## src/rtl/ps2_host_tx.sv

```systemverilog
// Host-to-device PS/2 transmitter: inhibits the bus, issues a request-to-send,
// then shifts one command byte out on device clock falls and checks the device ACK.
module ps2_host_tx #(
  parameter int INHIBIT_CYCLES = 12000,
  parameter int TIMEOUT_CYCLES = 1500000,
  parameter int FILTER_LEN     = 4
) (
  input  logic       clk_100mhz,
  input  logic       rst,
  input  logic       ps2_clk_in,
  input  logic       ps2_data_in,
  input  logic       tx_valid,
  input  logic [7:0] tx_data,
  output logic       tx_ready,
  output logic       tx_busy,
  output logic       tx_done,
  output logic       tx_error,
  output logic       ps2_clk_drive_low,
  output logic       ps2_data_drive_low
);

  localparam int INH_W = $clog2(INHIBIT_CYCLES + 1);
  localparam int WD_W  = $clog2(TIMEOUT_CYCLES + 1);

  typedef enum logic [2:0] {IDLE, INHIBIT, REQ, SEND, ACK, WAIT_IDLE} state_t;

  state_t                state, state_next;
  logic [1:0]            clk_sync, data_sync;
  logic [FILTER_LEN-1:0] clk_hist, data_hist;
  logic                  clk_filt, data_filt, clk_filt_d, fall;
  logic [INH_W-1:0]      inh_cnt, inh_cnt_next;
  logic [WD_W-1:0]       wd_cnt, wd_cnt_next;
  logic [3:0]            fall_cnt, fall_cnt_next;
  logic [9:0]            shift, shift_next;
  logic                  data_low, data_low_next;
  logic                  inh_last, wd_expired;

  // Filters idle high so a reset never fabricates a falling edge.
  always_ff @(posedge clk_100mhz) begin
    if (rst) begin
      clk_sync   <= 2'b11;
      data_sync  <= 2'b11;
      clk_hist   <= '1;
      data_hist  <= '1;
      clk_filt   <= 1'b1;
      data_filt  <= 1'b1;
      clk_filt_d <= 1'b1;
      fall       <= 1'b0;
    end else begin
      clk_sync   <= {clk_sync[0], ps2_clk_in};
      data_sync  <= {data_sync[0], ps2_data_in};
      clk_hist   <= {clk_hist[FILTER_LEN-2:0], clk_sync[1]};
      data_hist  <= {data_hist[FILTER_LEN-2:0], data_sync[1]};
      if (&clk_hist)       clk_filt <= 1'b1;
      else if (~|clk_hist) clk_filt <= 1'b0;
      if (&data_hist)       data_filt <= 1'b1;
      else if (~|data_hist) data_filt <= 1'b0;
      clk_filt_d <= clk_filt;
      fall       <= clk_filt_d & ~clk_filt;
    end
  end

  always_ff @(posedge clk_100mhz) begin
    if (rst) begin
      state    <= IDLE;
      inh_cnt  <= '0;
      wd_cnt   <= '0;
      fall_cnt <= '0;
      shift    <= '0;
      data_low <= 1'b0;
    end else begin
      state    <= state_next;
      inh_cnt  <= inh_cnt_next;
      wd_cnt   <= wd_cnt_next;
      fall_cnt <= fall_cnt_next;
      shift    <= shift_next;
      data_low <= data_low_next;
    end
  end

  assign inh_last = (inh_cnt == INH_W'(INHIBIT_CYCLES - 1));

  always_comb begin
    state_next    = state;
    inh_cnt_next  = inh_cnt;
    wd_cnt_next   = wd_cnt;
    fall_cnt_next = fall_cnt;
    shift_next    = shift;
    data_low_next = data_low;
    tx_done       = 1'b0;
    tx_error      = 1'b0;
    wd_expired    = 1'b0;

    if (state inside {REQ, SEND, ACK, WAIT_IDLE}) begin
      if (fall) begin
        wd_cnt_next = '0;
      end else begin
        wd_cnt_next = wd_cnt + 1'b1;
        wd_expired  = (wd_cnt == WD_W'(TIMEOUT_CYCLES));
      end
    end

    case (state)
      IDLE: begin
        if (tx_valid) begin
          shift_next    = {1'b1, ~^tx_data, tx_data};
          inh_cnt_next  = '0;
          fall_cnt_next = '0;
          data_low_next = 1'b0;
          state_next    = INHIBIT;
        end
      end
      INHIBIT: begin
        if (inh_last) begin
          data_low_next = 1'b1;
          wd_cnt_next   = '0;
          state_next    = REQ;
        end else begin
          inh_cnt_next = inh_cnt + 1'b1;
        end
      end
      REQ: state_next = SEND;
      // The registered drive makes data move one cycle after the strobe, mid clock-low.
      SEND: begin
        if (fall) begin
          fall_cnt_next = fall_cnt + 4'd1;
          data_low_next = ~shift[0];
          shift_next    = {1'b0, shift[9:1]};
          if (fall_cnt == 4'd9) state_next = ACK;
        end
      end
      ACK: begin
        if (fall) begin
          fall_cnt_next = fall_cnt + 4'd1;
          if (!data_filt) begin
            state_next = WAIT_IDLE;
          end else begin
            tx_error   = 1'b1;
            state_next = IDLE;
          end
        end
      end
      WAIT_IDLE: begin
        if (clk_filt && data_filt) begin
          tx_done    = 1'b1;
          state_next = IDLE;
        end
      end
      default: state_next = IDLE;
    endcase

    if (wd_expired) begin
      tx_done       = 1'b0;
      tx_error      = 1'b1;
      data_low_next = 1'b0;
      state_next    = IDLE;
    end
  end

  assign tx_ready           = (state == IDLE);
  assign tx_busy            = (state != IDLE);
  assign ps2_clk_drive_low  = (state == INHIBIT);
  assign ps2_data_drive_low = data_low | ((state == INHIBIT) && inh_last);

endmodule

```

## config.mk

```make
export PLATFORM = sky130hd
export DESIGN_NAME = ps2_host_tx
export DESIGN_NICKNAME = d
export VERILOG_FILES = /design/src/rtl/ps2_host_tx.sv
export SDC_FILE = /design/constraint.sdc
export NUM_CORES = 1
export LEC_CHECK = 0
export CORE_MARGIN = 2
export CORE_UTILIZATION = 64
export CTS_CLUSTER_DIAMETER = 50
export DETAILED_ROUTE_END_ITERATION = 16
export GPL_TIMING_DRIVEN = 0
export PLACE_DENSITY = 0.82
export SLEW_MARGIN = 15
export SYNTH_ARGS = -nofsm -noshare
export SYNTH_HDL_FRONTEND = slang
export SYNTH_SLANG_ARGS = --single-unit
```

## constraint.sdc

```tcl
create_clock -name clk_100mhz -period 6.37 [get_ports clk_100mhz]
set_input_delay 0.637 -clock clk_100mhz [delete_from_list [all_inputs] [get_ports clk_100mhz]]
set_output_delay 0.637 -clock clk_100mhz [all_outputs]
set_load 0.02 [all_outputs]
```

==> results of run 1 <==
## worst max-delay path by stage
stage	startpoint	cells past startpoint	slack, ns	to
after detailed placement	inh_cnt[0]	7	3.14	ps2_data_drive_low
after global placement	inh_cnt[0]	7	3.19	ps2_data_drive_low
after global routing	inh_cnt[0]	7	2.61	ps2_data_drive_low
final	inh_cnt[0]	7	2.74	ps2_data_drive_low
after floorplan	wd_cnt[10]	4	3.87	tx_error
after CTS	inh_cnt[0]	7	2.75	ps2_data_drive_low
## synth_stat cells (4+ instances only)
library cell,count
nand2_1,40
a21oi_1,32
o21ai_0,9
nand4_1,10
nor4_1,6
ha_1,5
nor3_1,7
clkbuf_1,11
nor2_1,57
nand3_1,15
buf_4,5
xor2_1,20
inv_1,8
xnor2_1,19
or2_2,14
a211oi_1,4
nand3b_1,4
dfxtp_1,69
## cell families after synthesis
family | count (synthesis) | share of synthesized area (%)
AOI/OAI and AO/OA | 68 | 13.91
buffers and inverters | 28 | 3.997
DFF | 69 | 41.63
xor gates and xnor gates | 39 | 10.29
muxes | 1 | 0.3017
and+or+nand+nor | 182 | 27.98
adders and majority gates | 5 | 1.885
## final cells by class
class / count / area, um^2 / area share, %
Clock buffer: 9 / 123.9 / 3.281
Clock inverter: 7 / 65.06 / 1.724
Inverter: 9 / 33.78 / 0.8949
Multi-Input combinational cell: 295 / 1804 / 47.80
Timing Repair Buffer: 18 / 180.2 / 4.773
Tap cell: 70 / 87.58 / 2.320
Buffer: 19 / 98.84 / 2.618
Sequential cell: 69 / 1381 / 36.59
## placed cells by master (no fill, tap or decap), drive strengths merged, types with 2 or more instances in the layout
cell and count:
a2111oi 3, a211o 3, a211oi 4, a21oi 32
a22oi 2, a31o 2, a31oi 2, and3 4
buf 8, clkbuf 20, clkdlybuf4s50 18, clkinv 3
dfxtp 69, ha 5, inv 12, nand2 40
nand2b 3, nand3 15, nand3b 4, nand4 11
nor2 57, nor3 8, nor3b 2, nor4 7
nor4b 3, o211a 2, o211ai 3, o21ai 9
or2 15, or3 3, or4 3, or4b 2
xnor2 19, xor2 20
## state kept, by name, summed over array words and instances (netlist names), 2 cells and up
register and flops:
data_hist 4, shift 10, clk_sync 2, wd_cnt 21, data_sync 2, clk_hist 4
state 3, inh_cnt 14, fall_cnt 4
## metal layers
layer	GRT usage [%]	vias to the layer above
li1	-	1422
met1	32.93	1381
met2	43.48	88
met3	7.109	17
met4	9.091	0
met5	0	-
## worst max-delay path, stage by stage, from the launching register on
cell             delay [ns]
dfxtp_1                0.42
ha_1                   0.27
nand4_2                0.21
or4_1                  0.54
clkbuf_1               0.19
nor2_1                 0.25
or2_2                  0.17
clkdlybuf4s50_1        0.59
## power breakdown
group | internal (mW) | total [mW] | leakage (nW) | switching, mW
combinational | 0.140 | 0.369 | 0.713 | 0.229
clock | 0.150 | 0.341 | 0.0943 | 0.190
sequential | 0.465 | 0.492 | 0.560 | 0.0268
==> results.ini, run 1 <==
[outcome]
outcome=complete, no violations

[timing]
fmax_mhz=275.5
rsz0062_at_grt=no
fin_hold_ws_ns=0.4167
hold_viol=0
final.setup.tns_ns=0
fin_worst_skew_ns=0.01125
setup_viol=0
min_period_ns=3.630
tightest_slew_ns=0.9297
drv_slew=0
period_share_pct=56.98
slew_headroom_pct=37.45
setup_ws_ns=2.740

[routing]
wl_met2_um=3588
post_drt_wl_per_cell_um=14.72
first_iter_violations=129
top_layer=met4
vias=2908
drt_pass1_iterations=5
met3_length_um=390
finalWirelength_um=7303
drc_errors=0
ant_nets=0
vias_per_cell=5.863
drt-met1-wl_um=3206

[critical_path]
worstSetupPathType=reg -> out
cp_data_arrival_time_ns=2.99
cp_max_fo=7
r2r-start=inh_cnt[0]
rr_worst_depth=6
cp.required_ns=5.73
r2r-end=inh_cnt[10]
reg2reg_slack_ns=3.91
cp-end-kind=primary output
crit_path_start_kind=flip-flop

[die]
die-area_um2=5777
start_util_pct=65.81
die_h_um=76.01
core_um2=5042
fp-row-count=26
die_w_um=76.01
ios=19

[clock_tree]
cts-root-buf=clkbuf_8
insertion_delay_ns=0.36
cts_setup_buffers=0
clkTransAtPathRegs_ns=0.08
cts_tree=yes
cts_made_buffers=9
cts_buffer_depth=2
cts.sinks=69
cts_hold_buf=0
htreeDepth=3
post_cts_resized=0

[finish]
n_antenna_cell=0
drive_gt1_share_pct=11.50
area_growth_pct=13.76
instances_no_fill=496
finish.net_count=439
final_cell_area_um2=3775
fill_cells=410
final_util_pct=74.86

[grt]
antenna_found_initial=0
gr-total-overflow=0
grt_pass1_wl_um=12190
grt_start_max_net_pins=16
grt_usage_pct=26.14
first_global_vias=2718

[synth]
syn_inst=392
yosys-top-cells-area=dfxtp_1 42%, nor2_1 6.4%, xor2_1 5.3%, xnor2_1 5.0%, a21oi_1 4.8%
synth-main-ff-cell=dfxtp_1
synth_top_area_share_pct=41.63
ys_ff_latch=69
synth_warnings=0
async_flop_share_pct=0
ys_seq_area_share_pct=41.63
synth_edf_count=0
synth_top_cell_by_area=dfxtp_1
synth.distinct_cells=55
syn_nets=410
synth_area_um2=3318
syn_area_per_cell_um2=8.465

[hold_path]
min_path_type=reg -> reg
worst_hold_path.endpoint=data_hist[0]
whs_path_depth=1
hp-start=data_sync[1]

[placement]
dp_cells=480
pre_cts_slack_ns=3.144
gp_congestion=0.9061
dpl_cell_area_um2=3586
place.port_buffers=18
hpwl_um=5027

[power]
peakVddDrop_mv=0.2150
power_leakage_nw=1.367
design_power_total_mw=1.201
cellPowerDensity_nw_per_um2=318.2

[flow_run]
max_cap_violations=0

Note: power is estimated with default switching activity, not from simulation.
==> run 2, diff against run 1 <==
--- a/config.mk
+++ b/config.mk
@@ -6,11 +6,11 @@
 export NUM_CORES = 1
 export LEC_CHECK = 0
 export CORE_MARGIN = 2
-export CORE_UTILIZATION = 64
+export CORE_UTILIZATION = 53
 export CTS_CLUSTER_DIAMETER = 50
 export DETAILED_ROUTE_END_ITERATION = 16
 export GPL_TIMING_DRIVEN = 0
-export PLACE_DENSITY = 0.82
+export PLACE_DENSITY = 0.72
 export SLEW_MARGIN = 15
 export SYNTH_ARGS = -nofsm -noshare
 export SYNTH_HDL_FRONTEND = slang
==> constraint.sdc (replaced) <==
create_clock -name clk_100mhz -period 3.3 [get_ports clk_100mhz]
set_input_delay 0.33 -clock clk_100mhz [delete_from_list [all_inputs] [get_ports clk_100mhz]]
set_output_delay 0.33 -clock clk_100mhz [all_outputs]
set_load 0.02 [all_outputs]
==> results.ini, run 2 (synthesis gave the netlist of run 1 again) <==
[die]
die-area_um2=6910  ; +20%
core_um2=5991  ; +19%
ios=19  ; unchanged
fp-row-count=28  ; +7.7%
start_util_pct=55.39  ; -10 points
die_w_um=83.13  ; +9.4%
die_h_um=83.13  ; +9.4%

[hold_path]
hp-start=clk_filt_d
min_path_type=reg -> reg
whs_path_depth=2  ; +1
worst_hold_path.endpoint=fall

[critical_path]
cp_slowest_cell=clkdlybuf4s50_1
worstSetupPathType=reg -> out
cp-end-kind=primary output
crit_path_start_kind=flip-flop
rr_worst_depth=6  ; unchanged
r2r-end=inh_cnt[10]
reg2reg_slack_ns=0.85  ; -3.06 ns
r2r-start=inh_cnt[0]
cp_slowest_stage_delay_ns=0.60  ; about the same
crit_chain=or4_1, or4_4, nor4_2, a41o_1, clkdlybuf4s50_1
cp.required_ns=2.97  ; -2.76 ns
cp_data_arrival_time_ns=2.82  ; -0.17 ns
cp_max_fo=6  ; -1

[timing]
drv_slew=0  ; unchanged
fmax_mhz=317.8
hold_viol=0  ; unchanged
rsz0062_at_grt=no
period_share_pct=95.36
tightest_slew_ns=0.8112  ; -0.1185 ns
min_period_ns=3.147
setup_viol=0  ; unchanged
fin_hold_ws_ns=0.4089  ; -0.007869 ns
final.setup.tns_ns=0  ; unchanged
fin_worst_skew_ns=0.008524  ; -0.002727 ns
slew_headroom_pct=45.42  ; +8.0 points

[clock_tree]
cts_hold_buf=0  ; unchanged
cts_made_buffers=9  ; unchanged
cts_buffer_depth=2  ; unchanged
cts_tree=yes
htreeDepth=3  ; unchanged
cts.sinks=69  ; unchanged
cts-root-buf=clkbuf_8
insertion_delay_ns=0.34  ; -0.02 ns
clkTransAtPathRegs_ns=0.08  ; about the same

[routing]
finalWirelength_um=6962  ; -4.7%
first_iter_violations=133  ; +3.1%
vias_per_cell=5.634  ; -3.9%
drt_pass1_iterations=4  ; -1
post_drt_wl_per_cell_um=13.92  ; -5.4%
drc_errors=0  ; unchanged
vias=2817  ; -3.1%
ant_nets=0  ; unchanged

[finish]
n_antenna_cell=0  ; unchanged
final_util_pct=64.12  ; -11 points
area_growth_pct=15.76
layout_common_cells=69 x dfxtp_1, 56 x nor2_1, 40 x nand2_1
largestRegisters=wd_cnt x21, inh_cnt x14, shift x10
top_register=wd_cnt
finish.net_count=439  ; unchanged
mostFrequentLayoutCell=dfxtp_1
drive_gt1_share_pct=12.00  ; +0.50 points
largest_reg_flops=21  ; unchanged

[grt]
first_global_vias=2668  ; -1.8%
gr-total-overflow=0  ; unchanged
antenna_found_initial=0  ; unchanged
grt_start_max_net_pins=13  ; -3
grt_usage_pct=20.95  ; -5.2 points
grt_pass1_wl_um=12010  ; -1.4%

[placement]
place.port_buffers=18  ; unchanged
gp_congestion=0.8009  ; -12%
hpwl_um=4863  ; -3.3%

[power]
design_power_total_mw=2.467  ; +110%
peakVddDrop_mv=0.3937  ; +83%
p_clk_share_pct=33.3  ; +4.9 points
sw_frac_of_total_pct=32.44  ; -4.7 points
netSwitchingPower_mw=0.8005  ; +80%
p_seq_share_pct=38.3  ; -2.6 points
power_leakage_nw=1.401  ; +2.5%
combPwrFrac_pct=28.4  ; -2.3 points
cellPowerDensity_nw_per_um2=642.3  ; +100%
p_int_mw=1.667  ; +120%

[outcome]
outcome=complete, no violations

[flow_run]
max_cap_violations=0  ; unchanged

## run 2: stage by stage
stage               setup slack [ns]  cell area, um^2  std cells
floorplan                      1.107             3318        392
global placement              0.4107             3592        485
detailed placement            0.3742             3592        485
CTS                         0.003847             3827        500
global route                 0.05291             3841        500
finish                        0.1532             3841        500
## run 2: timing repair
item / 4_1_cts / 5_1_grt
resized for setup: 0 / 4
setup endpoints to repair: 0 / 2
setup buffers: 0 / 0
## run 2: how the worst max path moves through the flow
stage | from | end | slack [ns]
6_report | wd_cnt[10] | tx_error | 0.15
2_1_floorplan | wd_cnt[10] | tx_error | 1.11
3_5_place_dp | inh_cnt[0] | ps2_data_drive_low | 0.37
5_1_grt | wd_cnt[10] | tx_error | 0.05
3_3_place_gp | inh_cnt[0] | ps2_data_drive_low | 0.41
4_1_cts | inh_cnt[0] | ps2_data_drive_low | 0.004
## run 2: power groups by stage
| stage | Combinational (mW) | Clock (mW) | Sequential, mW |
|---|---|---|---|
| detailed placement | 0.693 | 0 | 0.964 |
| floorplan | 0.499 | 0 | 0.954 |
| CTS | 0.696 | 0.833 | 0.945 |
| global placement | 0.681 | 0 | 0.960 |
| global route | 0.775 | 0.868 | 0.953 |
| finish | 0.700 | 0.821 | 0.946 |
## run 2: cell type report
class / count / area [um^2]
clock inverters: 6 / 111.4
repair buffers: 18 / 182.7
multi-input cells: 295 / 1815
well taps: 75 / 93.84
inverters: 9 / 33.78
fillers: 538 / 2150
clock buffers: 9 / 123.9
plain buffers: 19 / 98.84
flip-flops and latches: 69 / 1381
## run 2: critical path, delay by kind of cell (launching register included)
kind,cells,cell delay (ns)
simple gates,3,1.35
buf+inv,1,0.60
flops,1,0.36
compound gates,1,0.16
## run 2: metal layers
layer,vias to the layer above,wire [um],global-route usage (%)
li1,1428,-,-
met1,1328,3358,27.35
met2,53,3251,33.87
met3,8,253,5.368
met4,0,98,6.855
met5,-,0,0
==> edit (flow settings as in run 2) <==
Register the output `tx_error`, cleared by the reset; this adds one clock of latency there. The other outputs are not delayed to match.
--- a/src/rtl/ps2_host_tx.sv
+++ b/src/rtl/ps2_host_tx.sv
@@ -23,6 +23,8 @@
   localparam int WD_W  = $clog2(TIMEOUT_CYCLES + 1);
 
   typedef enum logic [2:0] {IDLE, INHIBIT, REQ, SEND, ACK, WAIT_IDLE} state_t;
+
+  logic tx_error_d;
 
   state_t                state, state_next;
   logic [1:0]            clk_sync, data_sync;
@@ -88,7 +90,7 @@
     shift_next    = shift;
     data_low_next = data_low;
     tx_done       = 1'b0;
-    tx_error      = 1'b0;
+    tx_error_d    = 1'b0;
     wd_expired    = 1'b0;
 
     if (state inside {REQ, SEND, ACK, WAIT_IDLE}) begin
@@ -135,7 +137,7 @@
           if (!data_filt) begin
             state_next = WAIT_IDLE;
           end else begin
-            tx_error   = 1'b1;
+            tx_error_d = 1'b1;
             state_next = IDLE;
           end
         end
@@ -151,7 +153,7 @@
 
     if (wd_expired) begin
       tx_done       = 1'b0;
-      tx_error      = 1'b1;
+      tx_error_d    = 1'b1;
       data_low_next = 1'b0;
       state_next    = IDLE;
     end
@@ -162,5 +164,13 @@
   assign ps2_clk_drive_low  = (state == INHIBIT);
   assign ps2_data_drive_low = data_low | ((state == INHIBIT) && inh_last);
 
+  always_ff @(posedge clk_100mhz) begin
+    if (rst) begin
+      tx_error <= '0;
+    end else begin
+      tx_error <= tx_error_d;
+    end
+  end
+
 endmodule
 
Behaviour: no difference found for any inputs over 10 cycles, from zero or initial values and one cycle with rst high; that may be too few to reach the edited logic, so the function may still have changed.
==> edit against run 2 <==
- design area grew 2.0%
- worst setup slack gained 0.17 ns
- fmax grew 5.6%
- hold slack gained 0.0036 ns
- synthesized area grew 3.9%
- register-to-register slack gained 0.39 ns
- first-iteration DRC count shrank 20%
- largest cell class unchanged
- routed wire length shrank 0.90%
- sequential cell count grew 1
- global-route usage shrank 0.63 points
- highest routed layer unchanged
Power is not compared: it rests on default switching activity, and its combinational part moved more than twofold at a synthesized area within 25%.
==> edit: results <==
{
  "htree_levels": 3,
  "reg.largest.list": "wd_cnt x21, inh_cnt x14, shift x10",
  "synth_compound_area_share_pct": 10.5,
  "holdPathStages": 1,
  "clk_pin_slew_ns": 0.08,
  "outcome": "completed",
  "synth-adder-area-share_pct": 1.81,
  "max_slew_margin_pct": 63.7,
  "wl_um": 6900,
  "synth_nets": 407,
  "postCtsResizedCells": 0,
  "grt_max_degree": 15,
  "viasPerCell": 5.56,
  "fillers": 599,
  "post-dp-hpwl_um": 4840,
  "crit_arrival_ns": 2.65,
  "yosysSeqAreaShare_pct": 40.7,
  "post_cts_buffers": 0,
  "place_congestion": 0.826,
  "fin_nets": 435,
  "ys_top_cells_by_area": "dfxtp_1 (41%), nor2_1 (5.3%), xor2_1 (5.1%), nand2_1 (4.6%), xnor2_1 (4.6%)",
  "met1_usage_pct": 25.7,
  "ys.flop_type": "dfxtp_1",
  "drt_iter0_drc": 106,
  "synthMuxAreaShare_pct": 0.907,
  "clk_latency_ns": 0.36,
  "met2_length_um": 3190,
  "io_buffer_count": 17,
  "r2r_setup_slack_ns": 1.24,
  "p_leak_nw": 1.42,
  "drive_gt1_share_pct": 15.6,
  "synth_xor_area_share_pct": 10.1,
  "yosysUniqueCellTypes": 61,
  "track_usage_pct": 20.3,
  "rr_worst_depth": 7,
  "synthTopCellsByCount": "dfxtp_1 (70), nor2_1 (49), nand2_1 (42)",
  "grt_util_met3_pct": 4.42,
  "ys_warn_count": 0,
  "vdd_ir_drop_max_mv": 0.365,
  "met3RoutedLength_um": 268,
  "grt_pass1_wl_um": 11800,
  "grt_antenna_before_repair": 0,
  "cts_buffers": 9,
  "fin_skew_ns": 0.00676,
  "grt_pass1_vias": 2634,
  "cp_max_fo": 8,
  "cts-root-buf": "clkbuf_8",
  "use_met2_pct": 32.5,
  "synth_largest_area_cell": "dfxtp_1",
  "cpPeakStageDelay_ns": 0.60,
  "wl_met1_um": 3310,
  "hold_class": "register to register"
}
## edit: changes by cell type in the layout (fill, tap and decap cells not counted), sizes merged, moves of 4 or more
cell and delta:
a21oi -16, a311oi +10, nand2b +5, nor4 -4
o21ai -4
## edit: critical path, delay by kind of cell, from the launching register on
| family | cells | cell delay, ns |
|---|---|---|
| simple gates | 4 | 1.01 |
| fa+ha+maj | 1 | 0.26 |
| flops | 1 | 0.41 |
| buf+inv | 1 | 0.60 |
## edit: through the flow
step                      setup slack [ns]  cell area, um^2  hold slack (ns)  instances  power (W)
after floorplan                       1.45             3450            0.389        389   0.000989
after global placement               0.714             3710            0.394        483    0.00103
after detailed placement             0.713             3710            0.397        483    0.00104
after CTS                            0.318             3920            0.418        499    0.00174
after global routing                 0.165             3920            0.435        499    0.00180
final                                0.319             3920            0.412        499    0.00174
## edit: path summary, 6_finish.rpt
check	startpoint	end
hold reg to reg	data_sync[0]	data_sync[1]
hold / removal	data_sync[0]	data_sync[1]
setup reg to reg	inh_cnt[1]	wd_cnt[12]
setup / recovery	inh_cnt[1]	ps2_data_drive_low
## edit: layout make-up
type                       instances  area share, %
inverter                           7          0.670
clock buffer                       9           3.16
tap                               77           2.46
multi-input combinational        295           48.2
buffer                            17           3.32
clock inverter                     7           2.08
sequential                        70           35.8
timing repair buffer              17           4.34
## edit: power breakdown
group | internal (W) | switching [W] | leakage (nW) | total, W
sequential | 0.000863 | 0.0000102 | 0.568 | 0.000873
clock | 0.000358 | 0.000361 | 0.100 | 0.000718
combinational | 0.0000661 | 0.0000788 | 0.754 | 0.000145
total | 0.00129 | 0.000450 | 1.42 | 0.00174
